<file path="src/rtl/onehot_encoder_buf.sv">
// onehot_encoder_buf: registered W-to-log2(W) encoder with a 2-entry output queue.
// This is the inverse of the registered 3-to-8 decoder. The decoder maps code 0 to an
// all-zero word and code k (k>=1) to 1<<k. This block encodes each accepted word, marks
// words the decoder can never produce, and keeps a saturating count of those words.
//
// Ports:
//   clk        rising-edge clock
//   rst        synchronous, active-high reset; has priority over every other input
//   in_valid   in_data is valid
//   in_ready   a word can be accepted this cycle (decoded from the state register only)
//   in_data    word to encode
//   out_valid  head of the output queue is valid
//   out_ready  consumer takes the head this cycle
//   out_code   encoded index of the head entry
//   out_err    head entry came from an illegal word
//   err_count  saturating count of illegal words accepted
//   clr_err    synchronous clear of err_count; wins over a same-cycle increment
module onehot_encoder_buf #(
   parameter int unsigned W   = 8,
   parameter int unsigned CW  = 8,
   parameter int unsigned CWD = $clog2(W)
) (
   input  logic           clk,
   input  logic           rst,
   input  logic           in_valid,
   output logic           in_ready,
   input  logic [W-1:0]   in_data,
   output logic           out_valid,
   input  logic           out_ready,
   output logic [CWD-1:0] out_code,
   output logic           out_err,
   output logic [CW-1:0]  err_count,
   input  logic           clr_err
);

   typedef enum logic [1:0] {StEmpty, StOne, StFull} state_e;

   state_e           state;
   logic [CWD-1:0]   head_code, tail_code;
   logic             head_err, tail_err;

   logic             accept, pop;
   logic [CWD-1:0]   enc_code;
   logic             enc_err;
   logic             seen, multi;

   // Both handshake outputs decode from the state register, so out_ready has no
   // combinational path to in_ready.
   assign in_ready  = (state != StFull);
   assign out_valid = (state != StEmpty);
   assign out_code  = head_code;
   assign out_err   = head_err;

   assign accept = in_valid & in_ready;
   assign pop    = out_valid & out_ready;

   // The code is the index of the highest set bit.
   // A word is illegal if it has more than one bit set or if it is the lone bit-0 word.
   always_comb begin
      enc_code = '0;
      seen     = 1'b0;
      multi    = 1'b0;
      for (int i = 0; i < int'(W); i++) begin
         if (in_data[i]) begin
            if (seen) multi = 1'b1;
            seen     = 1'b1;
            enc_code = CWD'(i);
         end
      end
      enc_err = multi | (in_data == W'(1));
   end

   always_ff @(posedge clk) begin
      if (rst) begin
         state     <= StEmpty;
         head_code <= '0;
         head_err  <= 1'b0;
         tail_code <= '0;
         tail_err  <= 1'b0;
         err_count <= '0;
      end else begin
         unique case (state)
            StEmpty: begin
               if (accept) begin
                  head_code <= enc_code;
                  head_err  <= enc_err;
                  state     <= StOne;
               end
            end
            StOne: begin
               if (accept && pop) begin
                  // On a simultaneous accept and pop, the new word replaces the head.
                  head_code <= enc_code;
                  head_err  <= enc_err;
               end else if (accept) begin
                  tail_code <= enc_code;
                  tail_err  <= enc_err;
                  state     <= StFull;
               end else if (pop) begin
                  state <= StEmpty;
               end
            end
            StFull: begin
               if (pop) begin
                  head_code <= tail_code;
                  head_err  <= tail_err;
                  state     <= StOne;
               end
            end
            default: state <= StEmpty;
         endcase

         // Illegal words are counted when they are accepted, not when they are popped.
         if (clr_err) begin
            err_count <= '0;
         end else if (accept && enc_err && (err_count != {CW{1'b1}})) begin
            err_count <= err_count + 1'b1;
         end
      end
   end

endmodule
</file>
<file path="config.mk">
export PLATFORM = sky130hd
export DESIGN_NAME = onehot_encoder_buf
export DESIGN_NICKNAME = d
export VERILOG_FILES = /design/src/rtl/onehot_encoder_buf.sv
export SDC_FILE = /design/constraint.sdc
export NUM_CORES = 1
export LEC_CHECK = 0
export BUFFER_PORTS_ARGS = -buffer_cell sky130_fd_sc_hd__buf_2
export CORE_AREA = 2 2 49 51
export CTS_BUF_LIST = sky130_fd_sc_hd__clkbuf_4
export DETAILED_ROUTE_END_ITERATION = 8
export DIE_AREA = 0 0 51 53
export PLACE_DENSITY = 0.75
export SLEW_MARGIN = 30
export SYNTH_ARGS = -nofsm -noshare
export SYNTH_HDL_FRONTEND = slang
export SYNTH_SLANG_ARGS = --single-unit
</file>
<file path="constraint.sdc">
create_clock -name clk -period 1.5 [get_ports clk]
set_input_delay 0.225 -clock clk [delete_from_list [all_inputs] [get_ports clk]]
set_output_delay 0.225 -clock clk [all_outputs]
set_load 0.1 [all_outputs]
</file>
==> run summary <==
Status: finished with violations
Failing checks: setup timing
FFs w/ async S/R, synth: 0%
Worst-margin pin slew: 487 ps
Max-Cap Viols: 0
Fillers: 176
Arrival @ worst endpoint: 1760 ps
Initial DRC Count: 10
Share of layout cells above drive strength 1: 49.4%
Via count: 1103
Worst path cell trace: ha_4, nand3_2, o211ai_1, nor2_1, or4b_4, a21oi_2
Min Clock Period, post-route: 1530 ps
Total grt overflow: 0
Post-synth EDFFs: 0
Critical path peak fanout: 2
CORE AREA: 2150 um2
Number of I/O pins: 27
Biggest area consumer among synthesized cells: dfxtp_1
Die area: 2700 um2
Num CTS Buffers: 3
Initial core utilization: 46.6%
Die height: 53 um
Slew HR: 67.8%
Initial antenna violation count: 0
Vias per Instance: 5.52
Cells after Synth: 124
Reg clk slew, reported paths: 110 ps
H-Tree Depth: 1
CP peak stage delay: 480 ps
Synth unique cells: 38
Clock skew: 0.786 ps
Clock buffer depth: 2
Synth Net Count: 138
Syn Area/Cell: 8.07 um2
Vias in the first global route: 1065
Root Buffer: clkbuf_4
Power Dens Cells: 728 nW/um2
Post-DP HPWL: 2.04 mm
WHS: 213 ps
Die Wd: 51 um
Total area of sequential cells: 389 um2
Post-Layout Cell Count: 200
Synth Warn #: 0
Worst R2R Path Depth: 6
Yosys reg bits: 18
Detailed-route DRC error count: 0
Worst setup path class: flop to flop
Main flop type after synthesis: dfxtp_1
ANT nets after route: 0
Final Routed Wirelength: 2.84 mm
Mapped Area: 1000 um2
Final max-slew violation count: 0
Setup crit start kind: flop
Fin crit share: 102%
Post-Place Cells: 192
First-pass GRT wire length: 4.52 mm
Slowest CP cell: or4b_4
Post-synthesis sequential area ratio: 36.0%
Endpoints failing setup: 2
Maximum VDD drop: 0.000617 V
CTS sink cnt: 18
I/O Buffers: 26
Worst setup EP type: flop
Diodes inserted: 0
Fin nets: 187
WP data required: 1730 ps
Hold WC Path Type: input pin to flop
WL/cell: 14.2 um
Max Freq: 654 MHz
Share of the synthesized area in the top cell type: 36.0%
Reg2Reg Setup Slack: -30 ps
P&R area growth vs syn: 51.0%
TritonRoute pass-1 iters: 4
Largest cells by area after synthesis: dfxtp_1 (36%), nor2_1 (7.5%), a21oi_1 (6.0%)
Largest net degree at the start of global routing: 15
Synth cell count leaders: nor2_1 (20), dfxtp_1 (18), a21oi_1 (12), nand2_1 (10), nor3_1 (7)
Final Hold Viols: 0
GR Util All Layers: 21.8%
Worst Min Path Start: clr_err
Cell with the most instances after synthesis: nor2_1
FP Rows: 17
Area of the multi-input gates: 716 um2
Hold Path End: err_count[5]
Routability cong.: 0.876
Clock latency on the worst-skew pair: 290 ps
Critical R2R Launch: err_count[1]
CTS tree: done
RSZ-0062 raised after global routing: true
Setup ws final: -29.3 ps
Leakage power: 0.657 nW
Hold path cells: 3
Reg-to-reg endpoint: err_count[7]
cell usage in the layout (no fill, tap or decap), types with 3 or more instances in the layout:
master    Yosys  layout
buf_2         1      23
buf_4         0      22
nor2_1       20      20
nand2_1      10      10
dfxtp_1      18       9
a21oi_1      12       7
dfxtp_4       0       7
nor3_1        7       5
a21oi_2       0       5
a211oi_1      5       4
clkbuf_4      0       4
nand4_1       3       3
inv_1         3       3
routing by layer:
metal  up-vias  global-route usage, %  part of all wire (%)
li1        566                      -                     -
met1       525                   25.6                    41
met2        12                   41.3                    56
met3         0                   2.82                   2.3
met4         0                   5.86                     0
met5         -                      0                     0
power breakdown:
group	switching [W]	internal [W]	leakage [nW]
clock network	0.000152	0.0000966	0.0154
logic	0.000234	0.000115	0.488
registers	0.0000136	0.000488	0.153
total	0.000400	0.000700	0.657
how the worst max path moves through the flow:
stage                               to  slack [ps]         start
final                     err_count[7]         -30  err_count[1]
after global placement    err_count[7]        -210    in_data[2]
after global routing      err_count[7]        -100  err_count[1]
after detailed placement  err_count[7]        -280    in_data[2]
after CTS                 err_count[7]        -0.1  err_count[1]
after floorplan           err_count[7]        -150  err_count[1]
cell families (layout without fill, tap and decap cells):
| family | after synthesis | in the layout | synth area share [%] |
|---|---|---|---|
| AO/OA/AOI/OAI | 37 | 37 | 27.9 |
| adder cells (fa/ha/maj) | 2 | 2 | 2.25 |
| buffers and inverters | 8 | 56 | 3.87 |
| flip-flops | 18 | 18 | 36.0 |
| multiplexers | 2 | 2 | 2.00 |
| AND/OR/NAND/NOR | 57 | 57 | 28.0 |
cell type report:
| cell class | count | area share, % |
|---|---|---|
| clock buffer | 3 | 1.49 |
| inverter | 3 | 0.745 |
| clock inverter | 1 | 0.248 |
| tap | 28 | 2.32 |
| sequential | 18 | 25.7 |
| multi-input combinational | 98 | 47.4 |
| timing repair buffer | 49 | 22.1 |
through the flow:
step / TNS [ps] / total power [W] / cell area (um2) / utilization [%] / worst slack (ps)
after floorplan: -271 / 0.000734 / 1080 / - / -153
after global placement: -1340 / 0.000825 / 1370 / 63.7 / -212
after detailed placement: -1880 / 0.000836 / 1370 / 63.7 / -282
after CTS: -0.130 / 0.00108 / 1420 / 66.0 / -0.130
after global routing: -371 / 0.00115 / 1510 / 70.4 / -100
final: -49.0 / 0.00110 / 1510 / 70.4 / -29.3
critical path, delay by kind of cell (launching register included):
| family | cells | cell delay [ps] |
|---|---|---|
| simple gates | 3 | 700 |
| flops | 1 | 370 |
| compound gates | 2 | 230 |
| fa+ha+maj | 1 | 160 |
repair_timing:
item / CTS / global route
hold buffers: 0 / 0
setup endpoints to repair: 1 / 9
gates resized for setup: 0 / 22
pin swaps: 5 / 11
setup buffers: 3 / 0
gates cloned: 0 / 1
registers in the layout (all words and copies together) (netlist names):
name and cells:
tail_code 3, out_code 3, state 2, err_count 8, tail_err 1, out_err 1
Note: power is estimated with default switching activity, not from simulation.
